File: src/rtl/uart_cmd_sequencer.sv
// Pop -> decode -> acknowledge -> hold-off sequencer between the UART RX and TX FIFOs.
// Each received byte yields exactly one command pulse (if valid) and exactly one TX acknowledge byte.
module uart_cmd_sequencer #(
  parameter int unsigned HOLDOFF  = 16,
  parameter logic [7:0]  ERR_BYTE = 8'h3F
) (
  input  logic       clk,
  input  logic       rst,
  input  logic       rx_empty,
  input  logic [7:0] rx_data,
  output logic       rx_pop,
  input  logic       tx_full,
  output logic       tx_push,
  output logic [7:0] tx_data,
  output logic       o_cmd_run,
  output logic       o_cmd_clear,
  output logic       o_cmd_mode,
  output logic       o_busy,
  output logic [7:0] o_cmd_cnt,
  output logic [7:0] o_err_cnt
);

  localparam int unsigned   CW        = (HOLDOFF < 1) ? 1 : $clog2(HOLDOFF + 1);
  localparam logic [CW-1:0] HOLD_LAST = CW'((HOLDOFF > 0) ? HOLDOFF - 1 : 0);

  localparam logic [7:0] CHAR_RUN   = 8'h72;
  localparam logic [7:0] CHAR_CLEAR = 8'h63;
  localparam logic [7:0] CHAR_MODE  = 8'h6D;

  typedef enum logic [1:0] {IDLE, DECODE, ACK, HOLD} state_t;

  state_t        state, state_nx;
  logic [7:0]    cmd_reg;
  logic [7:0]    ack_reg;
  logic [CW-1:0] hold_cnt;
  logic          is_run, is_clear, is_mode, is_valid;

  assign is_run   = (cmd_reg == CHAR_RUN);
  assign is_clear = (cmd_reg == CHAR_CLEAR);
  assign is_mode  = (cmd_reg == CHAR_MODE);
  assign is_valid = is_run | is_clear | is_mode;

  assign tx_data = ack_reg;
  assign o_busy  = (state != IDLE);

  always_comb begin
    state_nx = state;
    rx_pop   = 1'b0;
    tx_push  = 1'b0;
    case (state)
      IDLE: begin
        rx_pop = !rx_empty;
        if (!rx_empty) state_nx = DECODE;
      end
      DECODE: state_nx = ACK;
      ACK: begin
        tx_push = !tx_full;
        if (!tx_full) state_nx = (HOLDOFF > 0) ? HOLD : IDLE;
      end
      HOLD: begin
        if (hold_cnt == HOLD_LAST) state_nx = IDLE;
      end
      default: state_nx = IDLE;
    endcase
  end

  always_ff @(posedge clk) begin
    if (rst) begin
      state       <= IDLE;
      cmd_reg     <= '0;
      ack_reg     <= '0;
      hold_cnt    <= '0;
      o_cmd_run   <= 1'b0;
      o_cmd_clear <= 1'b0;
      o_cmd_mode  <= 1'b0;
      o_cmd_cnt   <= '0;
      o_err_cnt   <= '0;
    end else begin
      state <= state_nx;
      // Pulses are registered out of DECODE, so they cover only the first ACK cycle even under a TX stall.
      o_cmd_run   <= (state == DECODE) && is_run;
      o_cmd_clear <= (state == DECODE) && is_clear;
      o_cmd_mode  <= (state == DECODE) && is_mode;
      if (rx_pop) cmd_reg <= rx_data;
      if (state == DECODE) begin
        if (is_valid) begin
          ack_reg   <= cmd_reg;
          o_cmd_cnt <= o_cmd_cnt + 8'd1;
        end else begin
          ack_reg <= ERR_BYTE;
          if (o_err_cnt != 8'hFF) o_err_cnt <= o_err_cnt + 8'd1;
        end
      end
      if (tx_push) hold_cnt <= '0;
      else if (state == HOLD) hold_cnt <= hold_cnt + CW'(1);
    end
  end

endmodule
File: config.mk
export PLATFORM = sky130hd
export DESIGN_NAME = uart_cmd_sequencer
export DESIGN_NICKNAME = d
export VERILOG_FILES = /design/src/rtl/uart_cmd_sequencer.sv
export SDC_FILE = /design/constraint.sdc
export NUM_CORES = 1
export LEC_CHECK = 0
export ABC_AREA = 1
export BUFFER_PORTS_ARGS = -buffer_cell sky130_fd_sc_hd__buf_4
export CELL_PAD_IN_SITES_DETAIL_PLACEMENT = 0
export CELL_PAD_IN_SITES_GLOBAL_PLACEMENT = 2
export CORE_AREA = 2 2 86 96
export DETAILED_ROUTE_END_ITERATION = 12
export DIE_AREA = 0 0 88 98
export GPL_TIMING_DRIVEN = 0
export MAX_ROUTING_LAYER = met4
export PLACE_DENSITY = 0.86
export SYNTH_ARGS = -nofsm -noshare
export SYNTH_HDL_FRONTEND = slang
export SYNTH_SLANG_ARGS = --single-unit
export TNS_END_PERCENT = 30
File: constraint.sdc
create_clock -name clk -period 1.4 [get_ports clk]
set_input_delay 0.07 -clock clk [delete_from_list [all_inputs] [get_ports clk]]
set_output_delay 0.07 -clock clk [all_outputs]
set_load 0.02 [all_outputs]
Yosys cells after proc, flatten, opt, wreduce, memory -nomap -nowiden
Cells that the tools add are included.
Storage, ports and cells
  register bits: 42
  input bits: 12
  output and inout bits: 30
  logic and storage cells: 44
Operators by class
  $add $sub $neg: 3
  equal/unequal tests: 11
  muxes and demuxes: 7
  bitwise gates (word level): 3
  reductions and logical operators: 11
Operator list (number)
  $eq A8 B7 Y1 const B: 3
  $add A8 B1 Y8 const B: 2
  $mux W8: 1
  $ne A8 B8 Y1 const B: 1
  $pmux W2 S4: 1
  $mux W2: 3
  $ne A2 B2 Y1 const B: 3
  $reduce_and A3 Y1: 2
  $add A5 B1 Y5 const B: 1
  $eq A5 B4 Y1 const B: 1
  $eq A2 B2 Y1 const B: 2
  $logic_and A1 B1 Y1: 3
  $eq A2 B1 Y1 const B: 1
  $logic_not A1 Y1: 2
  $logic_not A2 Y1: 1
  $mux W1: 2
  $or A1 B1 Y1: 2
  $reduce_and A2 Y1: 1
  $reduce_bool A2 Y1: 1
  $reduce_or A2 Y1: 1
  $not A1 Y1: 1

Depth between registers and ports, before layout
Gate-level depths: netlist of run 1.
  word-level depth: 5
  depth in mapped cells: 10
  depth with buffers taken out: 10

Worst setup path before layout of run 1
OpenSTA, ideal clock, no wires.
  path kind: register to register
  from: reg state[0]
  to: reg cmd_reg[3]
  setup time: 0.119 ns
  data arrival time: 1.548 ns
  required time: 1.281 ns
  setup slack: -0.268 ns
  cell stages (with the launch flop): 9
  path buffers: 1
  period minus slack after synthesis: 1.668 ns
  path through: dfxtp_1 -> inv_1 -> ha_1 -> inv_1 -> nor2_1 -> inv_1 -> buf_2 -> o21ai_0 -> a21oi_1
Between the ends
  word-level cells in the longest chain between the ends: 2
RTL lines
  from (decl): line 32  | state_t state, state_nx;
  from (signal assigned): line 79  | state <= state_nx;
  $logic_not A2 Y1: line 50  | case (state)
  $mux W1: line 50
  via rx_pop: line 11  | output logic rx_pop,
  to (signal assigned): line 84  | if (rx_pop) cmd_reg <= rx_data;
  to (decl): line 33  | logic [7:0] cmd_reg;
The timed path passes the listed nets, and every way through them passes these cells.
A chain may end at the register's enable or synchronous reset.

Worst setup path after layout of run 1
  from: reg hold_cnt[1]
  to: reg hold_cnt[4]
Between the ends
  word-level cells in the longest chain between the ends: 1
RTL lines
  from (decl): line 35  | logic [CW-1:0] hold_cnt;
  from (signal assigned): line 95  | else if (state == HOLD) hold_cnt <= hold_cnt + CW'(1);
  $add A5 B1 Y5: line 95
Every way passes these cells.

==> impl_metrics.json, run 1 <==
{
  "hold_viol_final": 0,
  "yosysWarnings": 0,
  "synth_top_cell_area_share_pct": 41.51,
  "drv_cap": 0,
  "holdWs_ns": 0.03579,
  "cp-start-kind": "register",
  "synthArstFlopShare_pct": 0,
  "detail_route.wl_per_cell_um": 10.85,
  "dp_hpwl_um": 3509,
  "clock_latency_ns": 0.30,
  "die_w_um": 88,
  "yosysMostFrequentCell": "nand2_1",
  "placedCellCount": 434,
  "root_buffer": "clkbuf_8",
  "finalPower_mw": 4.182,
  "synthToLayoutAreaGrowth_pct": 39.41,
  "drt_pass1_iterations": 5,
  "peakVddDrop_uv": 919.0,
  "synthTopCellsByCount": "53 x nand2_1, 51 x nor2_1, 42 x dfxtp_1",
  "port_buffers": 41,
  "grtUsageTotal_pct": 12.23,
  "utilization_pct": 36.68,
  "antenna_found_initial": 0,
  "synth_area_leaders": "dfxtp_1 42%, nand2_1 9.8%, nor2_1 9.5%",
  "diodes": 0,
  "slew_viol_final": 0,
  "worstSetupPathType": "register to register",
  "core_um2": 7700,
  "worstMarginPinSlew_ns": 0.4910,
  "drc": 0,
  "clock_skew_ns": 0.005714,
  "arrival_ns": 1.62,
  "syn_area_um2": 2026,
  "drt-total-wl_um": 4937,
  "grt_pass1_vias": 1794,
  "setup_viol": 0,
  "crit_required_ns": 1.64,
  "clock_sinks": 42,
  "yosysTopAreaCell": "dfxtp_1",
  "end_kind": "register",
  "cts_tree": "yes",
  "leakagePower_nw": 1.243,
  "status": "completed",
  "die_h_um": 98,
  "syn_inst": 285,
  "power_density_nw_per_um2": 1481,
  "synth_top_flop_cell": "dfxtp_1",
  "grt_overflow": 0,
  "gp_congestion": 0.7167,
  "dieArea_um2": 8624,
  "synth_cell_type_count": 25,
  "slew_headroom_pct": 67.27,
  "p_int_mw": 2.605,
  "max_freq_ghz": 0.7214,
  "drive_gt1_share_pct": 31.99,
  "cp_max_fo": 2,
  "clock_path_buffers": 2,
  "final_nets": 366,
  "min_period_over_period_pct": 99.02,
  "cts-buffers-inserted": 5,
  "synth.avg_cell_area_um2": 7.108,
  "grt_max_degree": 15,
  "p_sw_share_pct": 37.72,
  "synth_fp_nets": 305,
  "drt-initial-drc-count": 42,
  "cts_max_level": 2,
  "num_rows": 34,
  "grt_setup_unrepaired": "true",
  "ios": 42,
  "switchingPower_mw": 1.577,
  "grt_first_pass_wirelength_um": 8204,
  "synth_edf_count": 0,
  "p_comb_share_pct": 37.6,
  "viasPerCell": 4.246,
  "p_clk_share_pct": 23.5,
  "vias": 1932,
  "ys_ff_latch": 42,
  "hp-class": "primary input to register",
  "final_cells": 455,
  "seqPwrFrac_pct": 38.9,
  "fin_crit_ns": 1.386,
  "clk_pin_slew_worst_paths_ns": 0.08,
  "n_fill_cell": 843,
  "ys_seq_area_share_pct": 41.51,
  "initial_core_util_pct": 26.31,
  "ant_nets": 0
}
==> worst max-delay path, cell delays in order, from the launching register on <==
cell and delay, ns:
dfxtp_2 0.36, ha_4 0.14, inv_2 0.04, nor3_2 0.15, ha_2 0.29, or2_4 0.23
a21oi_2 0.12
==> path summary, 6_finish.rpt <==
kind | start | to | slack (ns) | depth (start not counted)
hold reg to reg | tx_data[7] | tx_data[7] | 0.44 | 2
hold / removal | rx_data[3] | cmd_reg[3] | 0.04 | 3
setup reg to reg | hold_cnt[1] | hold_cnt[4] | 0.01 | 6
setup / recovery | hold_cnt[1] | hold_cnt[4] | 0.01 | 6
==> metrics by stage <==
stage                     setup TNS [ns]  worst slack (ns)  area, um^2
final                                  0           0.01378        2824
after floorplan                  -0.1163          -0.03163        2034
after CTS                       -0.04200          -0.03346        2628
after global routing             -0.4506          -0.08214        2824
after detailed placement         -0.4132          -0.09928        2477
after global placement           -0.4439          -0.07989        2477
==> layer usage <==
metal | global-route usage, % | share of wire (%) | up-vias
li1 | - | - | 1023
met2 | 19.00 | 47 | 39
met1 | 15.70 | 48 | 866
met4 | 4.024 | 1.0 | 0
met3 | 2.620 | 4.6 | 4
met5 | - | 0 | -
==> layout make-up <==
type	count	area [um^2]	share of cell area, %
inverter	39	148.9	5.272
buffer	6	33.78	1.196
multi-input combinational	198	1120	39.65
tap	108	135.1	4.785
clock buffer	5	68.82	2.437
clock inverter	3	45.04	1.595
sequential	42	858.3	30.39
timing repair buffer	54	414.1	14.67
==> cells in the final DEF (no fill, tap or decap), types with 6 or more instances in the layout <==
cell type  count
o21ai_0       12
a21oi_1       18
buf_4         54
dfxtp_2        8
inv_1         31
nor2_4         7
inv_2          7
nand2_2        6
nand4_1        7
nor2_1        46
nor3_1         8
nand3_1       10
dfxtp_1       32
nand2_1       50
==> cell families (layout without fill, tap and decap cells) <==
family | count (synthesis) | in the layout | share of synthesized area, %
flops | 42 | 42 | 41.51
simple gates | 144 | 144 | 32.12
buf+inv | 45 | 107 | 8.647
xor+xnor | 7 | 7 | 3.027
compound gates | 39 | 39 | 9.759
fa+ha+maj | 8 | 8 | 4.942
==> timing repair <==
item / 4_1_cts / 5_1_grt
setup endpoints to repair: 17 / 30
pin swaps: 1 / 22
resized for setup: 9 / 41
hold buffers: 2 / 0
hold endpoints to repair: 2 / 0
buffers inserted: 0 / 11
==> power by group through the flow <==
stage	Clock [mW]	Sequential, mW	Combinational, mW
after floorplan	0	1.71	0.821
after global placement	0	1.61	1.39
after detailed placement	0	1.61	1.40
after CTS	1.03	1.59	1.44
after global routing	1.06	1.66	1.78
final	0.984	1.63	1.57
Power figures use the tool's default switching activity.
==> inputs of run 2 (changes only) <==
Settings changed: CORE_AREA 2 2 86 96 to 2 2 82 92, DIE_AREA 0 0 88 98 to 0 0 84 94, PLACE_DENSITY 0.86 to 0.85.
Clock period 1.4 ns to 1.5 ns, I/O delays scaled along.
==> impl_metrics.json, run 2 (synthesis results as in run 1) <==
{
  "fin_crit_ns": 1.424,
  "clock_latency_ns": 0.29,
  "grt_pass1_vias": 1691,
  "crit_chain": "ha_2 -> inv_1 -> nor3_2 -> ha_1 -> or2_2 -> a21oi_1",
  "clk_pin_slew_worst_paths_ns": 0.08,
  "cp-start-kind": "register",
  "synthToLayoutAreaGrowth_pct": 28.97,
  "final_cells": 422,
  "drv_cap": 0,
  "antenna_found_initial": 0,
  "n_fill_cell": 752,
  "max_freq_ghz": 0.7024,
  "hold_viol_final": 0,
  "arrival_ns": 1.65,
  "vias": 1893,
  "clock_path_buffers": 2,
  "grt_first_pass_wirelength_um": 7872,
  "dpl_cell_area_um2": 2447,
  "clock_sinks": 42,
  "viasPerCell": 4.486,
  "utilization_pct": 37.72,
  "slew_headroom_pct": 65.75,
  "status": "completed",
  "worstSetupPathType": "register to register",
  "drt-total-wl_um": 4686,
  "core_um2": 6927,
  "hp-class": "primary input to register",
  "end_kind": "register",
  "clock_skew_ns": 0.003087,
  "final-seq-area_um2": 852.1,
  "final_nets": 356,
  "gp_congestion": 0.7438,
  "layout_common_cells": "52 x nand2_1, 50 x nor2_1, 43 x buf_4",
  "design_area_um2": 2613,
  "setup_viol": 0,
  "grt_setup_unrepaired": "true",
  "peakVddDrop_uv": 883.4,
  "cp_max_fo": 4,
  "drt-initial-drc-count": 94,
  "drt_pass1_iterations": 4,
  "min_period_over_period_pct": 94.91,
  "drive_gt1_share_pct": 24.63,
  "crit_required_ns": 1.72,
  "detail_route.wl_per_cell_um": 11.10,
  "dieArea_um2": 7896,
  "die_w_um": 84,
  "ant_nets": 0,
  "diodes": 0,
  "drc": 0,
  "ios": 42,
  "final_common_cell": "nand2_1",
  "grt_overflow": 0,
  "grt_max_degree": 13,
  "dp_hpwl_um": 3459,
  "cts_tree": "yes",
  "num_rows": 32,
  "initial_core_util_pct": 29.24,
  "crit_slowest_cell": "dfxtp_2",
  "multiInputGateArea_um2": 1032,
  "root_buffer": "clkbuf_8",
  "slew_viol_final": 0,
  "cts_max_level": 2,
  "power_density_nw_per_um2": 1413,
  "finalPower_mw": 3.691,
  "die_h_um": 94,
  "leakagePower_nw": 1.172,
  "max_stage_delay_ns": 0.36,
  "cts-buffers-inserted": 5,
  "worstMarginPinSlew_ns": 0.5138,
  "port_buffers": 41,
  "placedCellCount": 411,
  "grtUsageTotal_pct": 12.72
}
==> run 2: final cells by class <==
class,count,share of cell area [%]
repair buffers,44,12.84
clock buffers,7,2.921
plain buffers,6,1.197
clock inverters,1,1.149
well taps,85,4.071
multi-input cells,198,39.51
flip-flops and latches,42,32.61
inverters,39,5.699
==> run 2: metrics by stage <==
| stage | worst slack (ns) | hold WS, ns | setup TNS, ns |
|---|---|---|---|
| finish | 0.07631 | 0.04340 | 0 |
| floorplan | 0.05228 | 0.1873 | 0 |
| global route | -0.01995 | 0.04695 | -0.01995 |
| CTS | 0.01330 | 0.05257 | 0 |
| global placement | 0.01231 | 0.2940 | 0 |
| detailed placement | 0.01846 | 0.3033 | 0 |
==> run 2: critical path: cells and delay by family (launching register included) <==
family	cells	cell delay (ns)
adder cells (fa/ha/maj)	2	0.42
AND/OR/NAND/NOR	2	0.40
flip-flops	1	0.36
AO/OA/AOI/OAI	1	0.11
buffers and inverters	1	0.06
==> run 2: final timing paths <==
kind	startpoint	cells after the start	endpoint	slack, ns
setup / recovery	hold_cnt[1]	6	hold_cnt[4]	0.08
hold / removal	rx_data[3]	3	cmd_reg[3]	0.04
setup reg to reg	hold_cnt[1]	6	hold_cnt[4]	0.08
hold reg to reg	tx_data[7]	2	tx_data[7]	0.44
==> run 2: repair_timing <==
action	4_1_cts	5_1_grt
setup buffers	0	1
gates resized for setup	1	19
pin swaps	0	2
hold buffers	2	0
endpoints found under the hold margin	2	0
setup endpoints to repair	1	25
==> run 2: metal layers <==
metal | part of all wire (%) | track usage (%)
met1 | 48 | 16.34
met2 | 47 | 20.07
met3 | 3.7 | 3.076
met4 | 0.60 | 3.629
met5 | 0 | -
==> run 2: report_power, final <==
part	total (mW)	internal [mW]	switching, mW
Sequential	1.49	1.33	0.167
Clock	0.878	0.498	0.379
Combinational	1.32	0.515	0.804
==> inputs of run 3 (changes only) <==
Settings changed: BUFFER_PORTS_ARGS -buffer_cell sky130_fd_sc_hd__buf_4 to -buffer_cell sky130_fd_sc_hd__buf_2, CTS_BUF_LIST from default to sky130_fd_sc_hd__clkbuf_4 sky130_fd_sc_hd__clkbuf_8.
==> impl_metrics.json, run 3 (synthesis results as in run 1) <==
{
  "grtUsageTotal_pct": 12.87,
  "drt-initial-drc-count": 110,
  "status": "completed",
  "drt_pass1_iterations": 4,
  "die_h_um": 94,
  "grt_use_met1_pct": 15.93,
  "ios": 42,
  "num_rows": 32,
  "clock_skew_ns": 0.009037,
  "drv_cap": 0,
  "power_density_nw_per_um2": 1490,
  "placedCellCount": 411,
  "utilization_pct": 36.72,
  "min_period_over_period_pct": 94.86,
  "hold_viol_final": 0,
  "final_nets": 357,
  "cp_max_fo": 4,
  "grt_max_degree": 15,
  "arrival_ns": 1.65,
  "viasPerCell": 4.447,
  "drc": 0,
  "r2r_cells": 6,
  "worstSetupPathType": "register to register",
  "detail_route.wl_per_cell_um": 11.08,
  "hp-class": "primary input to register",
  "clock_path_buffers": 2,
  "drt-total-wl_um": 4688,
  "hp-start": "rx_data[1]",
  "finalSetupTns_ns": 0,
  "fin_crit_ns": 1.423,
  "clock_sinks": 42,
  "cp-start-kind": "register",
  "pre_cts_slack_ns": -0.005085,
  "timing.rr.start": "hold_cnt[1]",
  "max_stage_delay_ns": 0.36,
  "n_fill_cell": 769,
  "crit_slowest_cell": "dfxtp_2",
  "peakVddDrop_uv": 826.5,
  "path_delay_family": "adder cells",
  "setup_viol": 0,
  "die_w_um": 84,
  "cts-buffers-inserted": 5,
  "layout_common_cells": "53 x nand2_1, 48 x nor2_1, 43 x buf_2",
  "setup_slack_ns": 0.07713,
  "grt_pass1_vias": 1738,
  "multiInputGateArea_um2": 1030,
  "cts_tree": "yes",
  "drive_gt1_share_pct": 24.85,
  "end_kind": "register",
  "crit_required_ns": 1.73,
  "clock_latency_ns": 0.30,
  "antenna_found_initial": 0,
  "crit_chain": "ha_2 -> inv_1 -> nor3_2 -> ha_1 -> or2_2 -> a21oi_1",
  "max_freq_ghz": 0.7028,
  "initial_core_util_pct": 29.24,
  "grt_use_met2_pct": 20.27,
  "slew_headroom_pct": 67.72,
  "core_um2": 6927,
  "vias": 1881,
  "holdPathEnd": "cmd_reg[1]",
  "diodes": 0,
  "slew_viol_final": 0,
  "grt_overflow": 0,
  "dieArea_um2": 7896,
  "synthToLayoutAreaGrowth_pct": 25.57,
  "grt_first_pass_wirelength_um": 7935,
  "clk_pin_slew_worst_paths_ns": 0.08,
  "gp_congestion": 0.7502,
  "port_buffers": 41,
  "final_common_cell": "nand2_1",
  "whs_path_depth": 3,
  "cts_max_level": 2,
  "holdWs_ns": 0.05055,
  "r2r_slack_ns": 0.08,
  "worstMarginPinSlew_ns": 0.4841,
  "ant_nets": 0,
  "met3_usage_pct": 3.339,
  "cp_num_buf_inv": 1,
  "grt_setup_unrepaired": "true",
  "root_buffer": "clkbuf_8",
  "r2r-end": "hold_cnt[4]",
  "leakagePower_nw": 1.184,
  "busiest_layer": "met2",
  "final-seq-area_um2": 852.1,
  "final_cells": 423,
  "dp_hpwl_um": 3448
}
[run 3: changes by cell type in the layout (fill, tap and decap cells not counted), sizes merged]
cell	delta
clkinv	+1
buf	+2
bufinv	+1
clkbuf	-3
[run 3: cell type report]
| class | count | share of cell area, % |
|---|---|---|
| inverters | 39 | 5.853 |
| plain buffers | 6 | 1.131 |
| repair buffers | 45 | 9.444 |
| clock inverters | 3 | 2.705 |
| multi-input cells | 198 | 40.48 |
| clock buffers | 5 | 2.705 |
| flip-flops and latches | 42 | 33.50 |
| well taps | 85 | 4.181 |
[run 3: metrics by stage]
step,cell area [um^2],total power [mW]
detailed placement,2345,2.708
global route,2544,4.071
CTS,2509,3.816
finish,2544,3.791
floorplan,2033,2.349
global placement,2345,2.704
[run 3: worst register-to-register path: cells and delay by family (launching register included)]
kind / cells / cell delay (ns)
fa+ha+maj: 2 / 0.42
simple gates: 2 / 0.41
flops: 1 / 0.36
compound gates: 1 / 0.11
buf+inv: 1 / 0.06
[run 3: worst max-delay path by stage]
stage	startpoint	endpoint	slack, ns	cells after the start
after detailed placement	hold_cnt[1]	hold_cnt[4]	-0.005	6
after CTS	state[0]	cmd_reg[3]	0.01	8
after global routing	o_err_cnt[0]	o_err_cnt[4]	-0.03	10
final	hold_cnt[1]	hold_cnt[4]	0.08	6
after global placement	state[0]	cmd_reg[3]	0.03	8
after floorplan	o_err_cnt[0]	o_err_cnt[7]	0.05	10
[run 3: per-layer routing]
layer / up-vias / share of wire [%] / routed length, um
li1: 1006 / - / -
met5: - / 0 / 0
met3: 6 / 3.8 / 180
met2: 32 / 45 / 2132
met1: 837 / 49 / 2299
met4: 0 / 1.6 / 76
[run 3: report_power, final]
group	internal [mW]	switching (mW)	total [mW]
clock network	0.667	0.420	1.09
registers	1.33	0.156	1.48
logic	0.424	0.796	1.22
[run 3: timing repair]
| action | in CTS | in global routing |
|---|---|---|
| endpoints found under the hold margin | 2 | 0 |
| pin swaps | 0 | 5 |
| setup endpoints to repair | 1 | 22 |
| buffers inserted | 0 | 2 |
| gates resized for setup | 2 | 14 |
| hold buffers | 2 | 0 |
